$ cat src/rtl/video_timing_gen.sv
// Video timing generator: raster counters with registered sync/blank/DE decode
// and an 8-bar colour test pattern, all advancing only on the pixel clock enable.
module video_timing_gen #(
    parameter int H_ACTIVE = 1920,
    parameter int H_FP     = 88,
    parameter int H_SYNC   = 44,
    parameter int H_BP     = 148,
    parameter int V_ACTIVE = 1080,
    parameter int V_FP     = 4,
    parameter int V_SYNC   = 5,
    parameter int V_BP     = 36,
    parameter bit SYNC_POL = 1'b1
) (
    input  logic        clk_i,
    input  logic        rst_i,
    input  logic        cen_i,
    output logic [2:0]  dvh_sync_o,
    output logic [1:0]  vh_blank_o,
    output logic [23:0] vid_rgb_o,
    output logic        sof_o,
    output logic [15:0] frame_cnt_o
);
    localparam int H_TOTAL = H_ACTIVE + H_FP + H_SYNC + H_BP;
    localparam int V_TOTAL = V_ACTIVE + V_FP + V_SYNC + V_BP;

    localparam logic [11:0] H_MAX   = 12'(H_TOTAL - 1);
    localparam logic [11:0] V_MAX   = 12'(V_TOTAL - 1);
    localparam logic [11:0] H_ACT   = 12'(H_ACTIVE);
    localparam logic [11:0] V_ACT   = 12'(V_ACTIVE);
    localparam logic [11:0] HS_BEG  = 12'(H_ACTIVE + H_FP);
    localparam logic [11:0] HS_END  = 12'(H_ACTIVE + H_FP + H_SYNC);
    localparam logic [11:0] VS_BEG  = 12'(V_ACTIVE + V_FP);
    localparam logic [11:0] VS_END  = 12'(V_ACTIVE + V_FP + V_SYNC);
    localparam logic [11:0] BAR_MAX = 12'(H_ACTIVE / 8 - 1);

    logic [11:0] h_cnt;
    logic [11:0] v_cnt;
    // Bar position tracked incrementally so no divider is needed for h_cnt/bar_width.
    logic [11:0] bar_pix;
    logic [2:0]  bar_idx;

    logic        h_last;
    logic        v_last;
    logic        hblank;
    logic        vblank;
    logic        de;
    logic        hsync;
    logic        vsync;
    logic [23:0] bar_rgb;

    always_comb begin
        h_last = (h_cnt == H_MAX);
        v_last = (v_cnt == V_MAX);
        hblank = (h_cnt >= H_ACT);
        vblank = (v_cnt >= V_ACT);
        de     = !hblank && !vblank;
        hsync  = ((h_cnt >= HS_BEG) && (h_cnt < HS_END)) ? SYNC_POL : ~SYNC_POL;
        vsync  = ((v_cnt >= VS_BEG) && (v_cnt < VS_END)) ? SYNC_POL : ~SYNC_POL;
        case (bar_idx)
            3'd0:    bar_rgb = 24'hFFFFFF;
            3'd1:    bar_rgb = 24'hFFFF00;
            3'd2:    bar_rgb = 24'h00FFFF;
            3'd3:    bar_rgb = 24'h00FF00;
            3'd4:    bar_rgb = 24'hFF00FF;
            3'd5:    bar_rgb = 24'hFF0000;
            3'd6:    bar_rgb = 24'h0000FF;
            default: bar_rgb = 24'h000000;
        endcase
    end

    always_ff @(posedge clk_i) begin
        if (rst_i) begin
            h_cnt       <= '0;
            v_cnt       <= '0;
            bar_pix     <= '0;
            bar_idx     <= '0;
            frame_cnt_o <= '0;
            dvh_sync_o  <= {1'b0, ~SYNC_POL, ~SYNC_POL};
            vh_blank_o  <= 2'b00;
            vid_rgb_o   <= '0;
            sof_o       <= 1'b0;
        end else if (cen_i) begin
            // Outputs reflect the counter state before this edge.
            dvh_sync_o <= {de, vsync, hsync};
            vh_blank_o <= {vblank, hblank};
            vid_rgb_o  <= de ? bar_rgb : 24'h000000;
            sof_o      <= (h_cnt == 12'd0) && (v_cnt == 12'd0);

            if (h_last) begin
                h_cnt   <= '0;
                bar_pix <= '0;
                bar_idx <= '0;
                if (v_last) begin
                    v_cnt       <= '0;
                    frame_cnt_o <= frame_cnt_o + 16'd1;
                end else begin
                    v_cnt <= v_cnt + 12'd1;
                end
            end else begin
                h_cnt <= h_cnt + 12'd1;
                if (bar_pix == BAR_MAX) begin
                    bar_pix <= '0;
                    bar_idx <= bar_idx + 3'd1;
                end else begin
                    bar_pix <= bar_pix + 12'd1;
                end
            end
        end
    end
endmodule

$ cat config.mk
export PLATFORM = sky130hd
export DESIGN_NAME = video_timing_gen
export DESIGN_NICKNAME = d
export VERILOG_FILES = /design/src/rtl/video_timing_gen.sv
export SDC_FILE = /design/constraint.sdc
export NUM_CORES = 1
export LEC_CHECK = 0
export CAP_MARGIN = 30
export CELL_PAD_IN_SITES_DETAIL_PLACEMENT = 1
export CELL_PAD_IN_SITES_GLOBAL_PLACEMENT = 1
export CORE_MARGIN = 3
export CORE_UTILIZATION = 35
export CTS_BUF_LIST = sky130_fd_sc_hd__clkbuf_8
export CTS_CLUSTER_DIAMETER = 100
export DETAILED_ROUTE_END_ITERATION = 7
export HOLD_SLACK_MARGIN = 0.08
export PLACE_DENSITY_LB_ADDON = 0.25
export SLEW_MARGIN = 30
export SYNTH_ARGS = -nofsm -noshare
export SYNTH_HDL_FRONTEND = slang
export SYNTH_SLANG_ARGS = --single-unit
$ cat constraint.sdc
create_clock -name clk_i -period 3.3 [get_ports clk_i]
set_clock_uncertainty 0.2 [all_clocks]
set_input_delay 0.66 -clock clk_i [delete_from_list [all_inputs] [get_ports clk_i]]
set_output_delay 0.66 -clock clk_i [all_outputs]
set_load 0.02 [all_outputs]
; Word-level counts from Yosys, hierarchy flattened
; Index checks and enable logic that the tools add are counted.
[totals]
regBits = 85
output_inout_bits = 46
elab_cells = 52
[op_classes]
addsub = 5
magnitude_cmp = 6
n_eq_ne = 9
mux = 10
n_reduce_logical = 13
[op_table]
columns = op, n
row1 = $pmux W24 S7, 1
row2 = $ge A12 B11 Y1 const B, 4
row3 = $mux W12, 4
row4 = $add A12 B1 Y12 const B, 3
row5 = $logic_not A12 Y1, 2
row6 = $mux W24, 1
row7 = $add A16 B1 Y16 const B, 1
row8 = $eq A12 B11 Y1 const B, 1
row9 = $eq A12 B12 Y1 const B, 1
row10 = $eq A12 B8 Y1 const B, 1
row11 = $lt A12 B11 Y1 const B, 1
row12 = $lt A12 B12 Y1 const B, 1
row13 = $eq A3 B3 Y1 const B, 3
row14 = $eq A3 B2 Y1 const B, 2
row15 = $mux W3, 2
row16 = $logic_and A1 B1 Y1, 4
row17 = $reduce_and A2 Y1, 2
row18 = $add A3 B1 Y3 const B, 1
row19 = $eq A3 B1 Y1 const B, 1
row20 = $logic_not A3 Y1, 1
row21 = $reduce_and A3 Y1, 1
row22 = $logic_not A1 Y1, 2
row23 = $mux W1, 2
row24 = $reduce_bool A2 Y1, 1

; Depth between registers and ports, before layout
; Gate-level depths: netlist of the first run.
[depth]
ltp_word = 4
depth_mapped = 8
ltp_nobuf = 6

; Worst setup path before layout of the first run
; Ideal clock, no wire load.
[synth_timing]
kind = reg2reg
start = register v_cnt[0]
end = register frame_cnt_o[14]
arrival_time_ps = 2190
path_slack_ps = 789
stages_incl_launch_ff = 8
period_less_slack_ps = 2511
path_cell_list = dfxtp_1 > inv_1 > ha_1 > or3b_1 > or4_4 > buf_2 > nor4_1 > mux2_2
[synth_between]
elab_chain_cells = 2
[synth_lines]
columns = item, line
row1 = start: declaration, 37  ; logic [11:0] v_cnt;
row2 = start signal: assignment, 97  ; v_cnt <= v_cnt + 12'd1;
row3 = $eq A12 B11 Y1, 53  ; v_last = (v_cnt == V_MAX);
row4 = $reduce_and A3 Y1 (no line), -
row5 = end signal: assignment, 95  ; frame_cnt_o <= frame_cnt_o + 16'd1;
row6 = end: declaration, 21  ; output logic [15:0] frame_cnt_o
; No other way between the ends.
; A chain may end at the register's enable or synchronous reset.

; Worst setup path in the final report of the first run
; Ends and elaborated chain as after synthesis.

==> flow_summary_export.csv, run 1 <==
group,metric,value,unit
run_status,status,"completed",
layout,multi_input_area,1947,um2
grt,grt_pass1_wl,15900,um
place,dp.cells,574,
grt,grt_max_degree,41,
clock_tree,cts_max_path_buffers,2,
detailed_routing,wl_per_cell,15.94,um
worst_setup_path,cpPeakStageDelay,0.68,ns
hold_path,hold_class,"reg -> reg",
layout,layout.nets,466,
layout,areaGrowthSynthToFinish,18.70,%
synthesis,synth_area_leaders,"dfxtp_1 (36%), a21oi_1 (4.7%), buf_4 (4.4%)",
floorplanning,die_h,106.7,um
worst_setup_path,worstSetupEndpointType,"flop",
detailed_routing,routed_wl,9406,um
layout,n_antenna_cell,0,
layout,finish.utilization,42.86,%
clock_tree,post-cts-setup-buffers,0,
sta,rsz0062_at_grt,"no",
layout,fin_cells,590,
worst_setup_path,path_buf_inv,1,
sta,min_period,2.682,ns
synthesis,ys_warn_count,0,
layout,regArea,1281,um2
layout,fillers,1220,
grt,antenna_found_initial,0,
detailed_routing,ant_nets,0,
synthesis,postSynthCellCount,429,
synthesis,synth_nets,443,
job,cap_violations,0,
clock_tree,cts_resized,0,
sta,period_share,81.26,%
grt,grt-ovfl-total,0,
sta,fmax,372.9,MHz
floorplanning,io-pin-count,49,
detailed_routing,drt_iter0_drc,125,
detailed_routing,route.detailed.drc,0,
floorplanning,num_rows,36,
synthesis,ys_ff_latch,64,
worst_setup_path,cp-start-kind,"flop",
detailed_routing,viasPerCell,5.612,
clock_tree,cts_made_buffers,9,
worst_setup_path,critPathKind,"reg -> reg",
clock_tree,cts_tree,"built",
pwr,vdd_drop_max,0.0001696,V
place,hpwl,6695,um
place,io_buffer_count,48,
layout,drive_gt1_share,6.783,%
worst_setup_path,worstPathArrival,2.73,ns
sta,holdWs,0.2539,ns
synthesis,synth_area,3546,um2
clock_tree,cts_max_level,3,
synthesis,yosys_most_used_dff,"dfxtp_1",
synthesis,yosys.area.top_type,"dfxtp_1",
grt,track_usage,17.16,%
sta,hold_viol,0,
pwr,powerDensity,385.9,nW/um2
floorplanning,dieArea,11380,um2
floorplanning,initial_core_util,36.11,%
detailed_routing,dr.pass1.iters,4,
sta,fin_setup_tns,0,ns
synthesis,synth_top_area_share,36.13,%
clock_tree,clk_latency,0.35,ns
worst_setup_path,required,3.35,ns
floorplanning,coreArea,9819,um2
synthesis,synthArstFlopShare,0,%
synthesis,yosysSeqAreaShare,36.13,%
detailed_routing,via_count,3311,
synthesis,syn_avg_cell_area,8.266,um2
synthesis,synth.distinct_cells,51,
sta,finalSetupViolCount,0,
clock_tree,path_clk_slew,0.08,ns
place,gp_congestion,0.7409,
worst_setup_path,path_cells,"inv_1 > ha_1 > or3b_1 > or4_4 > nor4_1 > mux2_2",
layout,fin_area,4209,um2
place,placed_area,4011,um2
synthesis,synth_edf_count,0,
pwr,p_leak,1.365,nW
sta,max-slew-margin-rel,59.38,%
worst_setup_path,path_max_fanout,31,
floorplanning,die_w,106.7,um
grt,first_global_vias,3241,
sta,finalMaxSlewViolations,0,
clock_tree,cts_hold_buf,0,
worst_setup_path,slowest_stage,"or4_4",
clock_tree,cts-root-buf,"clkbuf_8",
clock_tree,cts.sinks,64,
worst_setup_path,cp_top_family,"simple AND/OR/NAND/NOR gates",
sta,tightestPinTransition,0.6038,ns
[synthesized netlist by cell type, drive strengths merged (3+ instances only)]
cell / count
dfxtp: 64
a21oi: 33
nor2: 30
buf: 27
nand2: 25
nand4: 25
nand3: 22
clkbuf: 17
or4: 17
inv: 16
o31ai: 16
nor3: 12
ha: 11
nand2b: 11
xnor2: 10
o21ai: 8
or3: 7
and4: 6
nor4: 6
and3: 5
nor2b: 5
and2: 4
and4b: 4
mux2i: 4
nand4b: 4
xor2: 4
a21boi: 3
a31oi: 3
mux2: 3
nor3b: 3
[layer usage]
metal  up-vias  part of all wire (%)  wire [um]  global-route usage (%)
met2        56                    47       4448                   29.27
met5         -                     0          0                       0
li1       1605                     -          -                       -
met1      1639                    47       4460                   21.25
met4         0                   1.4        133                   6.210
met3        11                   3.9        364                   3.733
[sequential cells by signal, indices dropped and copies added (netlist names)]
register / cells
bar_idx: 3
sof_o: 1
dvh_sync_o: 3
frame_cnt_o: 16
h_cnt: 12
vh_blank_o: 2
bar_pix: 12
vid_rgb_o: 3
v_cnt: 12
[worst paths after layout]
kind,startpoint,end,slack (ns),cells after the start
hold / removal,dvh_sync_o[2]$_SDFFE_PP0P_,dvh_sync_o[2]$_SDFFE_PP0P_,0.25,1
setup / recovery,v_cnt[0]$_SDFFE_PP0P_,frame_cnt_o[14]$_SDFFE_PP0P_,0.62,6
hold reg to reg,dvh_sync_o[2]$_SDFFE_PP0P_,dvh_sync_o[2]$_SDFFE_PP0P_,0.25,1
setup reg to reg,v_cnt[0]$_SDFFE_PP0P_,frame_cnt_o[14]$_SDFFE_PP0P_,0.62,6
[logic make-up (layout without fill, tap and decap cells)]
group	after synthesis	in the layout	share of synthesized area (%)
and+or+nand+nor	193	193	31.33
AOI/OAI and AO/OA	79	79	14.15
DFF	64	64	36.13
buffers and inverters	61	89	8.962
xor gates and xnor gates	14	14	3.458
adders and majority gates	11	11	3.881
muxes	7	7	2.082
[placed cells by master (no fill, tap or decap), types with 11 or more instances in the layout]
master / instances
nor2_1: 30
nand3_1: 22
dfxtp_1: 64
o31ai_1: 16
a21oi_1: 33
clkdlybuf4s50_1: 48
inv_1: 17
ha_1: 11
nand4_1: 25
nand2_1: 25
nand2b_1: 11
or4_1: 16
nor3_1: 12
[metrics by stage]
step	worst slack, ns	total power [W]
after floorplan	0.7893	0.0009116
after global placement	0.4023	0.0009529
after detailed placement	0.3498	0.0009575
after CTS	0.6127	0.001645
after global routing	0.4451	0.001691
final	0.6185	0.001624
[power breakdown]
part           total (W)  internal (W)  switching, W
logic           0.000141     0.0000640     0.0000774
clock network   0.000687      0.000365      0.000322
registers       0.000796      0.000783     0.0000130
total            0.00162       0.00121      0.000412
[final cells by class]
cell class	count	area share, %
multi-input combinational	304	46.25
tap	133	3.954
timing repair buffer	56	13.14
clock inverter	6	1.427
sequential	64	30.44
clock buffer	10	3.270
inverter	17	1.516
Note: power is estimated with default switching activity, not from simulation.
==> run 2: changes to the inputs <==
==> constraint.sdc (replaced) <==
create_clock -name clk_i -period 2.8 [get_ports clk_i]
set_clock_uncertainty 0.2 [all_clocks]
set_input_delay 0.56 -clock clk_i [delete_from_list [all_inputs] [get_ports clk_i]]
set_output_delay 0.56 -clock clk_i [all_outputs]
set_load 0.02 [all_outputs]
==> run 2 against run 1 <==
Effect of this change:
- register-to-register slack worse by 0.48 ns
- clock-buffer cell count is the same
- non-clock buffer count increased by 7
- final area is 2.0% higher
- sequential cell count unchanged
- first-iteration DRC count fell by 10%
- global-route usage decreased by 0.20 points
- worst setup slack worse by 0.48 ns
- via count is 0.27% higher
- fmax up 0.79%
- sequential share of layout area decreased by 0.60 points
- total power is 25% higher
- critical path type unchanged
- largest cell class unchanged
- largest power group unchanged
==> flow_summary_export.csv, run 2 (synthesis results as in run 1) <==
group,metric,value,unit
floorplanning,num_rows,36,
detailed_routing,drt_iter0_drc,112,
detailed_routing,via_count,3320,
sta,fin_setup_tns,0,ns
grt,track_usage,16.96,%
layout,drive_gt1_share,8.405,%
pwr,vdd_drop_max,0.0001682,V
clock_tree,cts_max_path_buffers,2,
worst_setup_path,worstPathArrival,2.70,ns
detailed_routing,route.detailed.drc,0,
worst_setup_path,required,2.84,ns
hold_path,hold_class,"reg -> reg",
clock_tree,cts_max_level,3,
layout,n_antenna_cell,0,
pwr,seq_power_share,46.1,%
floorplanning,die_w,106.7,um
grt,met2_usage,28.51,%
clock_tree,cts_hold_buf,0,
detailed_routing,dr.pass1.iters,4,
sta,hold_viol,0,
sta,tightestPinTransition,0.6636,ns
layout,largest_reg_flops,16,
clock_tree,cts_tree,"built",
detailed_routing,wl_per_cell,15.48,um
clock_tree,post-cts-setup-buffers,0,
pwr,cellInternalPower,0.001528,W
run_status,status,"completed",
worst_setup_path,critPathKind,"reg -> reg",
grt,busiest_layer,"met2",
grt,grt_max_degree,32,
layout,top_register,"frame_cnt_o",
sta,finalMaxSlewViolations,0,
floorplanning,initial_core_util,36.11,%
clock_tree,cts.sinks,64,
sta,rsz0062_at_grt,"no",
sta,period_share,95.01,%
layout,final_common_cell,"dfxtp_1",
layout,layout.nets,473,
grt,grt_pass1_wl,15840,um
place,hpwl,6651,um
worst_setup_path,slowest_stage,"or4_4",
worst_setup_path,worstSetupEndpointType,"flop",
grt,use_met1,21.74,%
worst_setup_path,cpPeakStageDelay,0.67,ns
clock_tree,path_clk_slew,0.08,ns
grt,first_global_vias,3302,
grt,antenna_found_initial,0,
worst_setup_path,cp_top_family,"simple AND/OR/NAND/NOR gates",
floorplanning,die_h,106.7,um
detailed_routing,ant_nets,0,
pwr,p_leak,1.405,nW
floorplanning,coreArea,9819,um2
worst_setup_path,cp-start-kind,"flop",
sta,worst_slack,0.1396,ns
pwr,clock_power_share,45.6,%
worst_setup_path,path_cells,"inv_1 > ha_1 > or3b_1 > or4_4 > nor4_1 > mux2_2",
detailed_routing,viasPerCell,5.561,
pwr,p_sw,0.0005069,W
sta,min_period,2.660,ns
sta,fmax,375.9,MHz
floorplanning,dieArea,11380,um2
detailed_routing,routed_wl,9242,um
grt,grt-ovfl-total,0,
layout,layout_common_cells,"dfxtp_1 (64), clkdlybuf4s50_1 (48), a21oi_1 (33)",
clock_tree,cts_made_buffers,9,
pwr,comb_power_share,8.3,%
clock_tree,cts-root-buf,"clkbuf_8",
place,gp_congestion,0.8043,
grt,grt_use_met3,2.950,%
sta,max-slew-margin-rel,55.35,%
pwr,powerDensity,473.8,nW/um2
floorplanning,io-pin-count,49,
clock_tree,cts_resized,0,
pwr,p_sw_share,24.91,%
sta,finalSetupViolCount,0,
clock_tree,clk_latency,0.35,ns
layout,areaGrowthSynthToFinish,21.10,%
worst_setup_path,path_max_fanout,31,
worst_setup_path,path_buf_inv,1,
place,place_ws,0.1348,ns
job,cap_violations,0,
place,io_buffer_count,48,
## run 2: worst paths after layout
kind | start | end | slack (ns) | depth (start not counted)
worst max-delay path | v_cnt[0]$_SDFFE_PP0P_ | frame_cnt_o[15]$_SDFFE_PP0P_ | 0.14 | 6
worst max register to register | v_cnt[0]$_SDFFE_PP0P_ | frame_cnt_o[15]$_SDFFE_PP0P_ | 0.14 | 6
worst min-delay path | dvh_sync_o[2]$_SDFFE_PP0P_ | dvh_sync_o[2]$_SDFFE_PP0P_ | 0.25 | 1
worst min register to register | dvh_sync_o[2]$_SDFFE_PP0P_ | dvh_sync_o[2]$_SDFFE_PP0P_ | 0.25 | 1
## run 2: per-stage QoR
step / std cells / hold slack, ns / util, % / power [W] / instance area, um2
finish: 597 / 0.2520 / 43.73 / 0.002035 / 4294
global route: 597 / 0.2918 / 43.73 / 0.002114 / 4294
CTS: 597 / 0.2578 / 43.73 / 0.002060 / 4294
detailed placement: 581 / 0.2414 / 41.39 / 0.001130 / 4064
global placement: 581 / 0.2394 / 41.39 / 0.001125 / 4064
floorplan: 429 / 0.2479 / - / 0.001074 / 3546
## run 2: worst register-to-register path, delay by kind of cell (launching register included)
| kind | cells | cell delay (ns) |
|---|---|---|
| buf+inv | 1 | 0.08 |
| simple gates | 3 | 1.42 |
| mux | 1 | 0.37 |
| fa+ha+maj | 1 | 0.13 |
| flops | 1 | 0.35 |
## run 2: cell type report
cell class              instances  area (um2)
clock inverters                 6       92.59
multi-input cells             304        1947
well taps                     133       166.4
flip-flops and latches         64        1281
fillers                      1208        5525
inverters                      17       63.81
clock buffers                  10       137.6
repair buffers                 63       605.6
## run 2: layer usage
layer  vias up  wire length (um)
met5         -                 0
met4         0               127
met3        11               351
met2        58              4329
met1      1628              4434
li1       1623                 -
## run 2: power by group through the flow
stage          Combinational [W]  Sequential [W]  Clock, W
6_report                0.000169        0.000938  0.000928
5_1_grt                 0.000180        0.000941  0.000992
4_1_cts                 0.000171        0.000938  0.000951
3_5_place_dp            0.000170        0.000960         0
3_3_place_gp            0.000167        0.000958         0
2_1_floorplan           0.000109        0.000965         0
==> run 3: changes to the inputs <==
--- a/config.mk
+++ b/config.mk
@@ -8,8 +8,7 @@
 export CAP_MARGIN = 30
 export CELL_PAD_IN_SITES_DETAIL_PLACEMENT = 1
 export CELL_PAD_IN_SITES_GLOBAL_PLACEMENT = 1
-export CORE_MARGIN = 3
-export CORE_UTILIZATION = 35
+export CORE_UTILIZATION = 42
 export CTS_BUF_LIST = sky130_fd_sc_hd__clkbuf_8
 export CTS_CLUSTER_DIAMETER = 100
 export DETAILED_ROUTE_END_ITERATION = 7
==> run 3 against run 2 <==
Effect of this change:
- wire length is 0.57% lower
- worst setup slack improved by 0.046 ns
- sequential share of layout area up 0.86 points
- register-to-register slack improved by 0.05 ns
- total power is 12% lower
- global-route usage up 5.4 points
- final area shrank 2.8%
- combinational power is 2% lower
- die area down 23%
- critical endpoint is now frame_cnt_o[13]$_SDFFE_PP0P_
==> flow_summary_export.csv, run 3 (synthesis results as in run 1) <==
group,metric,value,unit
run_status,status,"completed",
worst_setup_path,cp-start-kind,"flop",
hold_path,min_to,"dvh_sync_o[2]$_SDFFE_PP0P_",
floorplanning,initial_core_util,43.37,%
floorplanning,die_h,93.89,um
clock_tree,cts.sinks,64,
layout,final_common_cell,"dfxtp_1",
pwr,p_leak,1.386,nW
detailed_routing,viasPerCell,5.857,
pwr,fin_total_pwr,0.001785,W
grt,track_usage,22.34,%
sta,period_share,93.39,%
worst_setup_path,cpPeakStageDelay,0.60,ns
sta,finalSetupViolCount,0,
layout,layout_common_cells,"dfxtp_1 (64), clkdlybuf4s50_1 (48), a21oi_1 (33)",
sta,holdWs,0.2537,ns
worst_setup_path,path_buf_inv,1,
place,gp_congestion,0.8451,
worst_setup_path,worstRegToRegCells,6,
clock_tree,cts_hold_buf,0,
clock_tree,path_clk_slew,0.07,ns
sta,fmax,382.4,MHz
layout,layout.nets,472,
hold_path,worstHoldStart,"dvh_sync_o[2]$_SDFFE_PP0P_",
floorplanning,num_rows,33,
clock_tree,cts_max_path_buffers,2,
floorplanning,io-pin-count,49,
sta,hold_viol,0,
worst_setup_path,worstSetupEndpointType,"flop",
place,hpwl,6559,um
hold_path,hold_class,"reg -> reg",
worst_setup_path,required,2.83,ns
sta,fin_setup_tns,0,ns
clock_tree,post-cts-setup-buffers,0,
clock_tree,cts_made_buffers,9,
clock_tree,cts_max_level,3,
worst_setup_path,worstPathArrival,2.64,ns
place,io_buffer_count,48,
worst_setup_path,r2r_end,"frame_cnt_o[13]$_SDFFE_PP0P_",
clock_tree,cts_tree,"built",
worst_setup_path,reg2reg_slack,0.19,ns
detailed_routing,routed_wl,9189,um
floorplanning,dieArea,8814,um2
hold_path,worstHoldPathCells,1,
clock_tree,clk_latency,0.34,ns
detailed_routing,drt_iter0_drc,137,
worst_setup_path,r2r-start,"v_cnt[0]$_SDFFE_PP0P_",
detailed_routing,dr.pass1.iters,4,
layout,largest_reg_flops,16,
sta,finalMaxSlewViolations,0,
worst_setup_path,path_cells,"inv_1 > ha_1 > or3b_1 > or4_4 > nor4_1 > mux2_2",
grt,grt_max_degree,32,
sta,min_period,2.615,ns
layout,top_register,"frame_cnt_o",
detailed_routing,route.detailed.drc,0,
pwr,vdd_drop_max,0.0002301,V
detailed_routing,wl_per_cell,16.18,um
grt,grt_pass1_wl,15520,um
pwr,powerDensity,427.7,nW/um2
job,cap_violations,0,
floorplanning,coreArea,8175,um2
grt,antenna_found_initial,0,
worst_setup_path,critPathKind,"reg -> reg",
sta,tightestPinTransition,0.6799,ns
floorplanning,die_w,93.89,um
layout,areaGrowthSynthToFinish,17.71,%
clock_tree,cts-root-buf,"clkbuf_8",
detailed_routing,via_count,3327,
layout,drive_gt1_share,7.775,%
layout,n_antenna_cell,0,
grt,first_global_vias,3225,
sta,max-slew-margin-rel,54.25,%
worst_setup_path,cp_top_family,"simple AND/OR/NAND/NOR gates",
worst_setup_path,slowest_stage,"or4_4",
grt,grt-ovfl-total,0,
layout,finish.utilization,51.06,%
sta,rsz0062_at_grt,"no",
worst_setup_path,path_max_fanout,31,
detailed_routing,ant_nets,0,
[run 3: cell count changes in the layout (fill, tap and decap cells not counted), sizes merged]
cell,before,now
inv,16,18
bufinv,2,0
clkinv,3,5
buf,15,14
clkinvlp,2,0
[run 3: layer usage]
metal | vias up | GRT usage (%) | wire, um | part of all wire, %
li1 | 1615 | - | - | -
met4 | 0 | 6.923 | 131 | 1.4
met3 | 12 | 5.097 | 417 | 4.5
met2 | 77 | 37.41 | 4449 | 48
met1 | 1623 | 28.37 | 4191 | 46
met5 | - | 0 | 0 | 0
[run 3: report_power, final]
part	total, W	internal [W]	switching (W)	leakage [nW]
sequential	0.000938	0.000923	0.0000150	0.518
clock	0.000682	0.000333	0.000349	0.0982
combinational	0.000165	0.0000755	0.0000899	0.769
[run 3: layout make-up]
cell class	count	area, um2
multi-input combinational	304	1947
tap	105	131.4
fill	976	4001
inverter	17	63.81
clock buffer	10	137.6
clock inverter	6	27.53
timing repair buffer	62	585.6
sequential	64	1281
[run 3: worst register-to-register path, stage by stage (launching register included)]
cell and delay, ns:
dfxtp_1 0.35, inv_1 0.09, ha_1 0.14, or3b_1 0.39, or4_4 0.60, nor4_1 0.36, mux2_2 0.37
[run 3: worst max-delay path by stage]
stage | start | to | slack [ns] | cells past startpoint
floorplan | v_cnt[0]$_SDFFE_PP0P_ | frame_cnt_o[14]$_SDFFE_PP0P_ | 0.29 | 7
global placement | v_cnt[0]$_SDFFE_PP0P_ | frame_cnt_o[15]$_SDFFE_PP0P_ | 0.22 | 6
detailed placement | v_cnt[0]$_SDFFE_PP0P_ | frame_cnt_o[13]$_SDFFE_PP0P_ | 0.11 | 6
CTS | v_cnt[0]$_SDFFE_PP0P_ | frame_cnt_o[13]$_SDFFE_PP0P_ | 0.10 | 6
global route | v_cnt[0]$_SDFFE_PP0P_ | frame_cnt_o[14]$_SDFFE_PP0P_ | 0.06 | 6
finish | v_cnt[0]$_SDFFE_PP0P_ | frame_cnt_o[13]$_SDFFE_PP0P_ | 0.19 | 6
[run 3: metrics by stage]
| stage | setup slack, ns | std cells | instance area [um2] |
|---|---|---|---|
| after global placement | 0.2157 | 552 | 4009 |
| after CTS | 0.1043 | 568 | 4174 |
| after floorplan | 0.2893 | 429 | 3546 |
| after global routing | 0.05879 | 568 | 4174 |
| final | 0.1852 | 568 | 4174 |
| after detailed placement | 0.1127 | 552 | 4009 |
[run 3: what timing repair did]
action | in CTS | in global routing
resized for setup | 0 | 0
hold endpoints to repair | 0 | 0
setup endpoints to repair | 0 | 1
